==> src/rtl/orion_sched_pkg.sv <==
// Shared types and helpers for the Orion token scheduler.
// Holds the scheduler state encoding and the round-robin pick function.
package orion_sched_pkg;

  localparam int unsigned MAX_REQ  = 16;
  localparam int unsigned MAX_ID_W = 4;

  typedef enum logic [2:0] {
    IDLE,
    ISSUE,
    WAIT,
    DONE,
    ERR,
    DRAIN
  } sched_state_t;

  // First set bit at or after ptr, wrapping. Unused upper bits must be zero,
  // which makes the mod-16 wrap equivalent to a mod-NUM_REQ wrap.
  function automatic logic [MAX_ID_W-1:0] rr_pick(input logic [MAX_REQ-1:0] valid,
                                                  input logic [MAX_ID_W-1:0] ptr);
    logic [MAX_ID_W-1:0] pick;
    logic [MAX_ID_W-1:0] idx;
    logic                found;
    pick  = ptr;
    found = 1'b0;
    for (int i = 0; i < int'(MAX_REQ); i++) begin
      idx = ptr + MAX_ID_W'(i);
      if (!found && valid[idx]) begin
        pick  = idx;
        found = 1'b1;
      end
    end
    return pick;
  endfunction

endpackage

==> src/rtl/orion_sync2.sv <==
// Two-flop synchronizer for a single asynchronous level or transition signal.
// Reset value is a parameter so it can match the phase of the far side.
module orion_sync2 #(
  parameter logic P_INIT = 1'b0
) (
  input  logic clk,
  input  logic reset_n,
  input  logic asyncIn,
  output logic syncOut
);

  logic meta;

  always_ff @(posedge clk or negedge reset_n) begin
    if (!reset_n) begin
      meta    <= P_INIT;
      syncOut <= P_INIT;
    end else begin
      meta    <= asyncIn;
      syncOut <= meta;
    end
  end

endmodule

==> src/rtl/orion_token_sched.sv <==
// Round-robin scheduler sharing one two-phase async handshake channel among
// NUM_REQ clocked requesters, with a per-token cycle budget and error recovery.
module orion_token_sched
  import orion_sched_pkg::*;
#(
  parameter  int unsigned NUM_REQ = 4,
  parameter  logic        P_INIT  = 1'b0,
  parameter  int unsigned TIMEOUT = 1024,
  parameter  int unsigned CNT_W   = 16,
  localparam int unsigned ID_W    = $clog2(NUM_REQ)
) (
  input  logic               clk,
  input  logic               reset_n,
  input  logic [NUM_REQ-1:0] req_valid,
  output logic [NUM_REQ-1:0] req_grant,
  output logic [NUM_REQ-1:0] req_done,
  output logic [ID_W-1:0]    grant_id,
  output logic               busy,
  output logic               err,
  input  logic               err_clr,
  output logic               out_req,
  input  logic               out_ack
);

  localparam bit                TIMEOUT_EN = (TIMEOUT != 0);
  localparam logic [CNT_W-1:0]  CNT_LAST   = CNT_W'((TIMEOUT == 0) ? 0 : TIMEOUT - 1);
  localparam logic [ID_W-1:0]   ID_LAST    = ID_W'(NUM_REQ - 1);

  sched_state_t     state;
  logic [ID_W-1:0]  rr_ptr;
  logic [CNT_W-1:0] cnt;
  logic             ack_s2;
  logic             ackMatch;
  logic             anyValid;
  logic [ID_W-1:0]  pickId;

  orion_sync2 #(.P_INIT(P_INIT)) uAckSync (
    .clk     (clk),
    .reset_n (reset_n),
    .asyncIn (out_ack),
    .syncOut (ack_s2)
  );

  assign ackMatch = (ack_s2 == out_req);
  assign anyValid = |req_valid;
  assign pickId   = ID_W'(rr_pick(MAX_REQ'(req_valid), MAX_ID_W'(rr_ptr)));

  // Scheduler FSM; grant/done are one-cycle pulses cleared every cycle by default.
  always_ff @(posedge clk or negedge reset_n) begin
    if (!reset_n) begin
      state     <= IDLE;
      rr_ptr    <= '0;
      cnt       <= '0;
      out_req   <= P_INIT;
      req_grant <= '0;
      req_done  <= '0;
      grant_id  <= '0;
      busy      <= 1'b0;
      err       <= 1'b0;
    end else begin
      req_grant <= '0;
      req_done  <= '0;
      case (state)
        IDLE: begin
          if (anyValid) begin
            state             <= ISSUE;
            grant_id          <= pickId;
            req_grant[pickId] <= 1'b1;
            busy              <= 1'b1;
          end
        end
        ISSUE: begin
          state   <= WAIT;
          out_req <= ~out_req;
          cnt     <= '0;
        end
        WAIT: begin
          if (ackMatch) begin
            state              <= DONE;
            req_done[grant_id] <= 1'b1;
          end else if (TIMEOUT_EN && (cnt == CNT_LAST)) begin
            state <= ERR;
            err   <= 1'b1;
          end else if (cnt != '1) begin
            cnt <= cnt + CNT_W'(1);
          end
        end
        DONE: begin
          state  <= IDLE;
          busy   <= 1'b0;
          rr_ptr <= (grant_id == ID_LAST) ? '0 : grant_id + ID_W'(1);
        end
        ERR: begin
          if (err_clr) begin
            state <= DRAIN;
            err   <= 1'b0;
          end
        end
        // Absorb the abandoned token's late ack before accepting new work.
        DRAIN: begin
          if (ackMatch) begin
            state <= IDLE;
            busy  <= 1'b0;
          end
        end
        default: begin
          state <= IDLE;
          busy  <= 1'b0;
        end
      endcase
    end
  end

endmodule

==> config.mk <==
export PLATFORM = sky130hd
export DESIGN_NAME = orion_token_sched
export DESIGN_NICKNAME = d
export VERILOG_FILES = /design/src/rtl/orion_sched_pkg.sv /design/src/rtl/orion_sync2.sv /design/src/rtl/orion_token_sched.sv
export SDC_FILE = /design/constraint.sdc
export NUM_CORES = 1
export LEC_CHECK = 0
export CAP_MARGIN = 20
export CORE_ASPECT_RATIO = 1.2
export CORE_MARGIN = 3
export CORE_UTILIZATION = 24
export CTS_CLUSTER_DIAMETER = 40
export DETAILED_ROUTE_END_ITERATION = 8
export PLACE_DENSITY_LB_ADDON = 0.15
export SLEW_MARGIN = 30
export SYNTH_ARGS = -nofsm -noshare
export SYNTH_HDL_FRONTEND = slang
export SYNTH_SLANG_ARGS = --single-unit
==> constraint.sdc <==
create_clock -name clk -period 3 [get_ports clk]
set_input_delay 0.3 -clock clk [delete_from_list [all_inputs] [get_ports clk]]
set_output_delay 0.3 -clock clk [all_outputs]
set_load 0.1 [all_outputs]
# Word level (Yosys, flattened, before mapping)

Cells that the tools add are included.

Shifts and indexed selects: 0
$add $sub $neg: 17
Equality and inequality tests: 17
Reductions and logical operators: 42
$mul: 0
Order comparisons: 20
Mux-type cells: 88
Divide/modulo/power cells: 0
Bitwise operators: 2

Operator list:

| cell                                                | number |
|---|---|
| binary-select mux 1 bit (select 4 bit)              | 15 |
| < comparator 4 x 5 -> 1 bit (second input constant) | 12 |
| 2-to-1 mux 16 bit                                   | 3 |
| 2-to-1 mux 1 bit                                    | 38 |
| 2-to-1 mux 2 bit                                    | 16 |
| one-hot mux 16 bit (2 select lines)                 | 1 |
| logical AND 1 bit                                   | 17 |
| adder 16 x 1 -> 16 bit (second input constant)      | 1 |
| adder 2 x 3 -> 4 bit (second input constant)        | 4 |
| adder 2 x 4 -> 4 bit (second input constant)        | 4 |
| == test 16 x 10 -> 1 bit (second input constant)    | 1 |
| 2-to-1 mux 4 bit                                    | 4 |
| != test 16 bit (second input constant)              | 1 |
| zero test 1 bit                                     | 15 |
| < comparator 3 x 5 -> 1 bit (second input constant) | 3 |
| 2-to-1 mux 3 bit                                    | 5 |
| one-hot mux 3 bit (5 select lines)                  | 1 |
| != test 2 bit (second input constant)               | 7 |
| AND reduction 4 bit                                 | 3 |
| adder 3 x 3 -> 4 bit (second input constant)        | 2 |
| adder 2 x 2 -> 3 bit (second input constant)        | 2 |
| == test 3 x 2 -> 1 bit (second input constant)      | 2 |
| == test 3 bit (second input constant)               | 2 |
| < comparator 2 x 3 -> 1 bit (second input constant) | 2 |
| other kinds (21)                                    | 25 |

Memories: 0
Output and inout port bits: 13
Input bits: 8
Memory bits (read-only): 0
Flip-flop bits (word level): 36
Memory bits (writable): 0
Latch bits: 0
Logic and storage cells: 197

# Depth between registers and ports, before layout

Gate-level depths: netlist (run 1).

Depth in word-level cells: 54
Depth in mapped cells: 9
Gate-level depth less buffers: 8

# By module

Synthesis (run 1) repeated with hierarchy kept, for this count alone.

Cell total of the unflattened synthesis: 225
Area, all modules: 2,104.5 sq um

Modules (own cells, without submodules):

| module            | area an instance (sq um) | sequential area each (sq um) | cells each | times used |
|---|---|---|---|---|
| orion_token_sched | 2,054.5                  | 850.8                        | 223        | 1 |
| orion_sync2       | 50.0                     | 50.0                         | 2          | 1 |

# Worst setup path before layout (run 1)

No wires, ideal clock.

Path kind: reg2reg
From: register rr_ptr[0]
To: register grant_id[0]
Clock period less this slack: 2.575 ns
Required time: 2.916 ns
Cell stages (with the launch flop): 10
Setup slack: 0.425 ns
Data arrival time: 2.490 ns
Path buffers: 1
Setup time: 0.084 ns
Path through: dfrtp_1 > inv_1 > ha_1 > buf_2 > mux2_2 > a22oi_1 > or2_2 > a21boi_0 > mux2i_1 > a21boi_0

Longest elaborated chain between the ends: 48
Elaborated cells on any way between the ends: 107
Those cells by class: add/sub (15); mux (62); reduce/logical (30)

RTL lines:

| item                                                                          | RTL line                | source |
|---|---|---|
| start: declaration                                                            | orion_token_sched.sv:30 | `logic [ID_W-1:0] rr_ptr;` |
| start signal: assignment                                                      | orion_token_sched.sv:91 | `rr_ptr <= (grant_id == ID_LAST) ? '0 : grant_id + ID_W'(1);` |
| parallel branches: the longest is 47 deep, another holds adder 2 x 1 -> 3 bit | n/a                     |  |
| 2-to-1 mux 2 bit *                                                            | orion_sched_pkg.sv:28   | `if (!found && valid[idx]) begin` |
| end signal: assignment                                                        | orion_token_sched.sv:67 | `grant_id <= pickId;` |
| end: declaration                                                              | orion_token_sched.sv:17 | `output logic [ID_W-1:0] grant_id,` |

Every way passes the cells marked *. The select of a mux whose other input is x is not followed.
A chain may end at the register's enable or synchronous reset.

# Worst setup path after layout (run 1)

From: register rr_ptr[1]
To: register grant_id[0]

Same word-level chain as after synthesis.

==> results of run 1 <==
-- cell type report --
type / count / area, um2
Clock inverter: 2 / 35.03
Tap cell: 114 / 142.6
Sequential cell: 36 / 900.9
Multi-Input combinational cell: 166 / 1161
Clock buffer: 6 / 72.57
Timing Repair Buffer: 26 / 215.2
Fill cell: 886 / 5776
Inverter: 8 / 30.03
-- state kept, by name (all words and copies together), names as in the netlist --
signal / flops
busy: 1
cnt: 16
err: 1
grant_id: 2
out_req: 1
req_done: 4
req_grant: 4
rr_ptr: 2
state: 3
uAckSync.meta: 1
uAckSync.syncOut: 1
-- metrics by stage --
stage | cells | hold WS (ns) | util [%]
after floorplan | 217 | 0.004409 | -
after global placement | 350 | 0.3342 | 29.40
after detailed placement | 350 | 0.3379 | 29.40
after CTS | 358 | 0.1399 | 30.69
after global routing | 358 | 0.1761 | 30.69
final | 358 | 0.1061 | 30.69
-- placed cells by master (no fill, tap or decap), drive strengths merged, types with 4 or more instances in the layout --
master,n
nor2b,5
nor2,32
nand3,10
o21ai,7
clkdlybuf4s50,9
xor2,11
clkbuf,6
nand2,17
ha,7
inv,8
mux2,5
buf,17
o31ai,4
dfrtp,36
xnor2,7
and2,6
-- kinds of logic (layout without fill, tap and decap cells) --
| kind of cell | Yosys count | count (layout) | synth area share, % |
|---|---|---|---|
| adders and majority gates | 7 | 7 | 4.134 |
| and+or+nand+nor | 91 | 91 | 21.50 |
| AOI/OAI and AO/OA | 40 | 40 | 14.53 |
| DFF | 36 | 36 | 42.53 |
| muxes | 10 | 10 | 6.970 |
| buffers and inverters | 15 | 42 | 2.894 |
| xor gates and xnor gates | 18 | 18 | 7.442 |
-- critical path, stage by stage (launching register included) --
cell	delay (ns)
dfrtp_1	0.34
inv_1	0.07
ha_1	0.51
mux2_2	0.38
a22oi_1	0.26
or2_2	0.18
a21boi_0	0.33
mux2i_1	0.30
a21boi_0	0.20
-- power groups by stage --
| stage | clock network, W | registers, W | logic (W) |
|---|---|---|---|
| 6_report | 0.000417 | 0.000669 | 0.00139 |
| 5_1_grt | 0.000461 | 0.000688 | 0.00153 |
| 4_1_cts | 0.000437 | 0.000672 | 0.00142 |
| 3_5_place_dp | 0 | 0.000680 | 0.00141 |
| 3_3_place_gp | 0 | 0.000682 | 0.00142 |
| 2_1_floorplan | 0 | 0.000993 | 0.000749 |
-- routing by layer --
layer | share of wire (%) | vias to the layer above
li1 | - | 824
met1 | 45 | 814
met2 | 52 | 15
met3 | 2.0 | 5
met4 | 0.98 | 0
met5 | 0 | -
-- how the worst max path moves through the flow --
stage | startpoint | to | slack, ns | depth (start not counted)
4_1_cts | rr_ptr[1]$_DFFE_PN0N_ | grant_id[0]$_DFFE_PN0P_ | 0.32 | 8
6_report | rr_ptr[1]$_DFFE_PN0N_ | grant_id[0]$_DFFE_PN0P_ | 0.36 | 8
3_3_place_gp | req_valid[0] | req_grant[3]$_DFF_PN0_ | 0.26 | 7
3_5_place_dp | req_valid[0] | req_grant[3]$_DFF_PN0_ | 0.26 | 7
2_1_floorplan | rr_ptr[0]$_DFFE_PN0N_ | grant_id[0]$_DFFE_PN0P_ | 0.43 | 9
5_1_grt | rr_ptr[1]$_DFFE_PN0N_ | grant_id[0]$_DFFE_PN0P_ | 0.11 | 8
==> results by group, run 1 <==
Timing
  – Worst Tran Pin Value: ~0.97 ns
  – Slew HR: 35.28%
  – Min cycle time layout: approximately 2.6 ns
  – Setup ws final: about 0.36 ns
  – Final Slew Violations: 0
  – Fin. Hold Viols: 0
  – Final Skew: 0.006157 ns
  – Setup Viol. Count Final: 0
  – F_max: 0.3784 GHz
  – Unrepaired setup endpoints after global routing: no
  – Final cycle utilization of the critical path: approximately nine tenths
  – TNS Setup: 0 ns

Clock tree
  – Post-CTS Hold Fix Bufs: 0
  – Clock Path Buffers: 2
  – TritonCTS Buffers: 5
  – Post-CTS setup buffers: 0
  – CTS Sinks: 36
  – Post-CTS sizing: 0
  – Clock insertion delay at the later pin of the skew report: between 0.2 and 0.3 ns
  – Root buf cell: clkbuf_8
  – Max H-tree Level: 2
  – Clock transition at path regs: around 0.070 ns
  – CTS tree: done

Setup path
  – R2r endpoint: grant_id[0]$_DFFE_PN0P_
  – Req. time, crit path: ~3.2 ns
  – Worst-path maximum fanout: 9
  – R2R Path Start: rr_ptr[1]$_DFFE_PN0N_
  – Crit end category: flip-flop
  – Crit path arrival time: 2.84 ns
  – Startpoint types: flip-flop
  – Reg-to-reg slack, setup: 0.36 ns
  – Kind of critical path: flip-flop to flip-flop
  – Worst reg-to-reg path cell count: 8

Global route
  – GRT met2 Usage: between 10% and 20%
  – Number of global-route vias before repair: between 1500 and 2000
  – M1 GR Usage: 12.19%
  – Global-route wire length before repair: roughly 8.1 mm
  – Largest net degree at the start of global routing: 37
  – Gr busiest metal: met2
  – Met3 GRT Util: 2.001%
  – Initial antenna violation count: 0
  – Total grt overflow: 0
  – GRT Total Usage: 10.01%

Synthesis
  – Synth area leaders: dfrtp_1 43%, nor2_1 5.7%, xor2_1 4.5%
  – Sequential share of the synthesized area: between 40 and 50%
  – #FFs+latches synth: 36
  – FFs w/ async S/R, synth: 100.0%
  – Synth cell types: a little over 50
  – Share of the synthesized area in the top cell type: a little over two fifths
  – Post-synth design cell area: 2118 um2
  – Cell with the most instances after synthesis: dfrtp_1
  – Mean post-synth cell area: 9.762 um2
  – Synth Warn #: 0
  – Main flop type after synthesis: dfrtp_1
  – Mapped Cells: 217
  – Count of flip-flops with a built-in enable after synthesis: 0
  – Mapped Nets: 232
  – Yosys top cell by area: dfrtp_1
  – Synth cell count leaders: 36 x dfrtp_1, 32 x nor2_1, 17 x nand2_1, 11 x xor2_1, 10 x nand3_1

Die
  – Die Span Y: 108.9 um
  – Initial Util: 25.42%
  – Die W: 91.76 um
  – CORE AREA: between 8000 and 9000 um2
  – # rows: 36
  – I/O Pins: 21
  – Total die area: 9994 um2

Drt
  – Length of the first detailed-routing pass in iterations: 7
  – Final wirelength: 4.675 mm
  – Via-to-Cell Ratio: approximately 4.6
  – ANT nets after route: 0
  – Remaining DRCs: 0
  – Wire per inst: 13.06 um
  – Vias after detailed routing: ~1700
  – Starting DRC count in detailed routing: 60

Status
  – Status: completed

Placed design
  – Port Buf Inserts: 20
  – Gpl congestion: 0.7900
  – DP Area: 2450 um2
  – Hpwl dp: 3.383 mm
  – Dpl ws: 0.2628 ns

Power
  – Clock share of power: 16.8%
  – Internal: 0.001316 W
  – Part of the power in registers: 27.0%
  – Max rail drop VDD: 0.2242 mV
  – Pwr/cell area: a little under 1000 nW/um2
  – NetSw: 0.001162 W
  – Switching part of the total power: 46.89%
  – Logic pwr share: 56.2%
  – Overall power: 0.002478 W
  – Leak pwr: 1.119 nW

Final layout
  – Share of cells above drive strength 1: 15.98%
  – Number of nets in the layout: 258
  – Final instance area: 2557 um2
  – # diodes: 0
  – Area Overhead vs Synth: 20.73%

Min path
  – HP Class: primary input to async pin

Run
  – Max_cap viols: 0
Note: power is estimated with default switching activity, not from simulation.
==> run 2: changes to the inputs <==
--- a/config.mk
+++ b/config.mk
@@ -6,12 +6,13 @@
 export NUM_CORES = 1
 export LEC_CHECK = 0
 export CAP_MARGIN = 20
-export CORE_ASPECT_RATIO = 1.2
 export CORE_MARGIN = 3
 export CORE_UTILIZATION = 24
 export CTS_CLUSTER_DIAMETER = 40
 export DETAILED_ROUTE_END_ITERATION = 8
+export HOLD_SLACK_MARGIN = 0.1
 export PLACE_DENSITY_LB_ADDON = 0.15
+export SETUP_SLACK_MARGIN = 0.1
 export SLEW_MARGIN = 30
 export SYNTH_ARGS = -nofsm -noshare
 export SYNTH_HDL_FRONTEND = slang
==> run 2 against run 1 <==
Against the previous run: non-clock buffer count up 1; power down 1.8%; setup slack worse by 0.0020 ns; core utilization down 0.28 points; routed wire length down 5.6%; first-iteration DRC count down 17%; sequential cell count unchanged; hold slack worse by 0.0043 ns; highest routed layer unchanged.
==> results by group, run 2 (synthesized netlist as in run 1, its figures left out) <==
Status
  – Status: completed

Setup path
  – Startpoint types: flip-flop
  – Req. time, crit path: 3.17 ns (-0.03 ns)
  – Worst-path maximum fanout: 9 (unchanged)
  – Kind of critical path: flip-flop to flip-flop
  – Crit path arrival time: 2.82 ns (-0.02 ns)
  – Crit end category: flip-flop

Clock tree
  – TritonCTS Buffers: 5 (unchanged)
  – Post-CTS Hold Fix Bufs: 0 (unchanged)
  – CTS Sinks: 36 (unchanged)
  – Root buf cell: clkbuf_8
  – Post-CTS setup buffers: 0 (unchanged)
  – Clock transition at path regs: 0.07 ns (about the same)
  – Max H-tree Level: 2 (unchanged)
  – Clock insertion delay at the later pin of the skew report: 0.28 ns (about the same)
  – Clock Path Buffers: 2 (unchanged)
  – Post-CTS sizing: 0 (unchanged)
  – CTS tree: done

Global route
  – GRT Total Usage: 9.804% (-0.21 points)
  – Number of global-route vias before repair: 1680 (-2.0%)
  – Largest net degree at the start of global routing: 37 (unchanged)
  – Initial antenna violation count: 0 (unchanged)
  – Global-route wire length before repair: 7.997 mm (-1.5%)
  – Total grt overflow: 0 (unchanged)

Power
  – Pwr/cell area: 954.8 nW/um2 (-1.5%)
  – Max rail drop VDD: 0.4623 mV (+110%)
  – Leak pwr: 1.104 nW (-1.3%)

Final layout
  – # diodes: 0 (unchanged)
  – Area Overhead vs Synth: 20.32%
  – Number of nets in the layout: 259 (+0.39%)
  – Commonest non-fill, non-tap cell in the layout: dfrtp_1
  – Regs by FF count: cnt x16, req_done x4, req_grant x4
  – Fin cells: 350 (-2.2%)
  – Post-Route Utilization: 30.41% (-0.28 points)
  – Largest Register: cnt
  – Share of cells above drive strength 1: 13.88% (-2.1 points)
  – Commonest non-fill, non-tap cells in the layout: 36 x dfrtp_1, 32 x nor2_1, 17 x nand2_1, 14 x clkdlybuf4s50_1, 12 x buf_4
  – Max FFs per register: 16 (unchanged)

Die
  – # rows: 33 (-8.3%)
  – Initial Util: 25.27% (-0.15 points)
  – Total die area: 9989 um2 (about the same)
  – CORE AREA: 8382 um2 (+0.59%)
  – I/O Pins: 21 (unchanged)
  – Die W: 99.95 um (+8.9%)
  – Die Span Y: 99.95 um (-8.2%)

Timing
  – Final Skew: 0.003463 ns (-0.002693 ns)
  – TNS Setup: 0 ns (unchanged)
  – Setup Viol. Count Final: 0 (unchanged)
  – Min cycle time layout: 2.645 ns (+0.002041 ns)
  – Slew HR: 35.18% (-0.096 points)
  – F_max: 0.3781 GHz (about the same)
  – Fin. Hold Viols: 0 (unchanged)
  – Final cycle utilization of the critical path: 88.17% (about the same)
  – Unrepaired setup endpoints after global routing: no
  – Final Slew Violations: 0 (unchanged)
  – Worst Tran Pin Value: 0.9692 ns (+0.001434 ns)

Drt
  – Final wirelength: 4.411 mm (-5.6%)
  – ANT nets after route: 0 (unchanged)
  – Remaining DRCs: 0 (unchanged)
  – Length of the first detailed-routing pass in iterations: 4 (-3)
  – Vias after detailed routing: 1643 (-0.90%)
  – Starting DRC count in detailed routing: 50 (-17%)
  – Via-to-Cell Ratio: 4.694 (+1.4%)
  – Wire per inst: 12.60 um (-3.5%)

Placed design
  – Placed insts: 342 (-2.3%)
  – Port Buf Inserts: 20 (unchanged)
  – Gpl congestion: 0.7009 (-11%)
  – Hpwl dp: 3.250 mm (-3.9%)

Run
  – Max_cap viols: 0 (unchanged)

Min path
  – HP Class: primary input to async pin
## run 2: cell count changes in the layout (fill, tap and decap cells not counted), sizes merged
cell | previous run | this run
buf | 17 | 13
bufinv | 1 | 0
clkbuf | 6 | 8
clkdlybuf4s50 | 9 | 14
clkinv | 1 | 0
## run 2: layout make-up
class | instances | area (um2)
Multi-Input combinational cell | 166 | 1161
Sequential cell | 36 | 900.9
Timing Repair Buffer | 27 | 235.2
Fill cell | 871 | 5833
Inverter | 8 | 30.03
Tap cell | 105 | 131.4
Clock buffer | 8 | 90.09
## run 2: critical path: stages, from the launching register on
cell      delay (ns)
dfrtp_1         0.35
inv_1           0.09
ha_1            0.52
mux4_2          0.35
and2_1          0.18
or3b_4          0.38
a311oi_2        0.33
o31ai_2         0.14
and3b_1         0.20
## run 2: path summary, 6_finish.rpt
check	from	to	slack [ns]	cells after the start
worst max-delay path	rr_ptr[0]$_DFFE_PN0N_	req_grant[3]$_DFF_PN0_	0.35	8
worst min-delay path	reset_n	uAckSync.meta$_DFF_PN0_	0.10	1
worst min register to register	uAckSync.meta$_DFF_PN0_	uAckSync.syncOut$_DFF_PN0_	0.37	0
max in group asynchronous	reset_n	req_grant[3]$_DFF_PN0_	2.39	1
min in group clk	uAckSync.meta$_DFF_PN0_	uAckSync.syncOut$_DFF_PN0_	0.37	0
worst max register to register	rr_ptr[0]$_DFFE_PN0N_	req_grant[3]$_DFF_PN0_	0.35	8
## run 2: metal layers
layer	vias to the layer above	track usage [%]	wire length, um
met5	-	0	0
met3	5	2.780	180
li1	830	-	-
met4	0	2.521	33
met1	788	13.25	2246
met2	20	15.44	1951
## run 2: metrics by stage
stage / worst slack, ns / power (W) / cell area, um2 / hold slack, ns
final: 0.3550 / 0.002433 / 2549 / 0.1018
after global routing: 0.1498 / 0.002642 / 2549 / 0.1721
after CTS: 0.3198 / 0.002475 / 2549 / 0.1356
after detailed placement: 0.3206 / 0.002104 / 2459 / 0.3491
after global placement: 0.3314 / 0.002118 / 2459 / 0.3383
after floorplan: 0.4254 / 0.001742 / 2118 / 0.004409
## run 2: power breakdown
group          leakage (nW)  internal, W  switching, W
clock network        0.0455     0.000187      0.000163
logic                 0.588     0.000517      0.000897
registers             0.471     0.000576     0.0000937
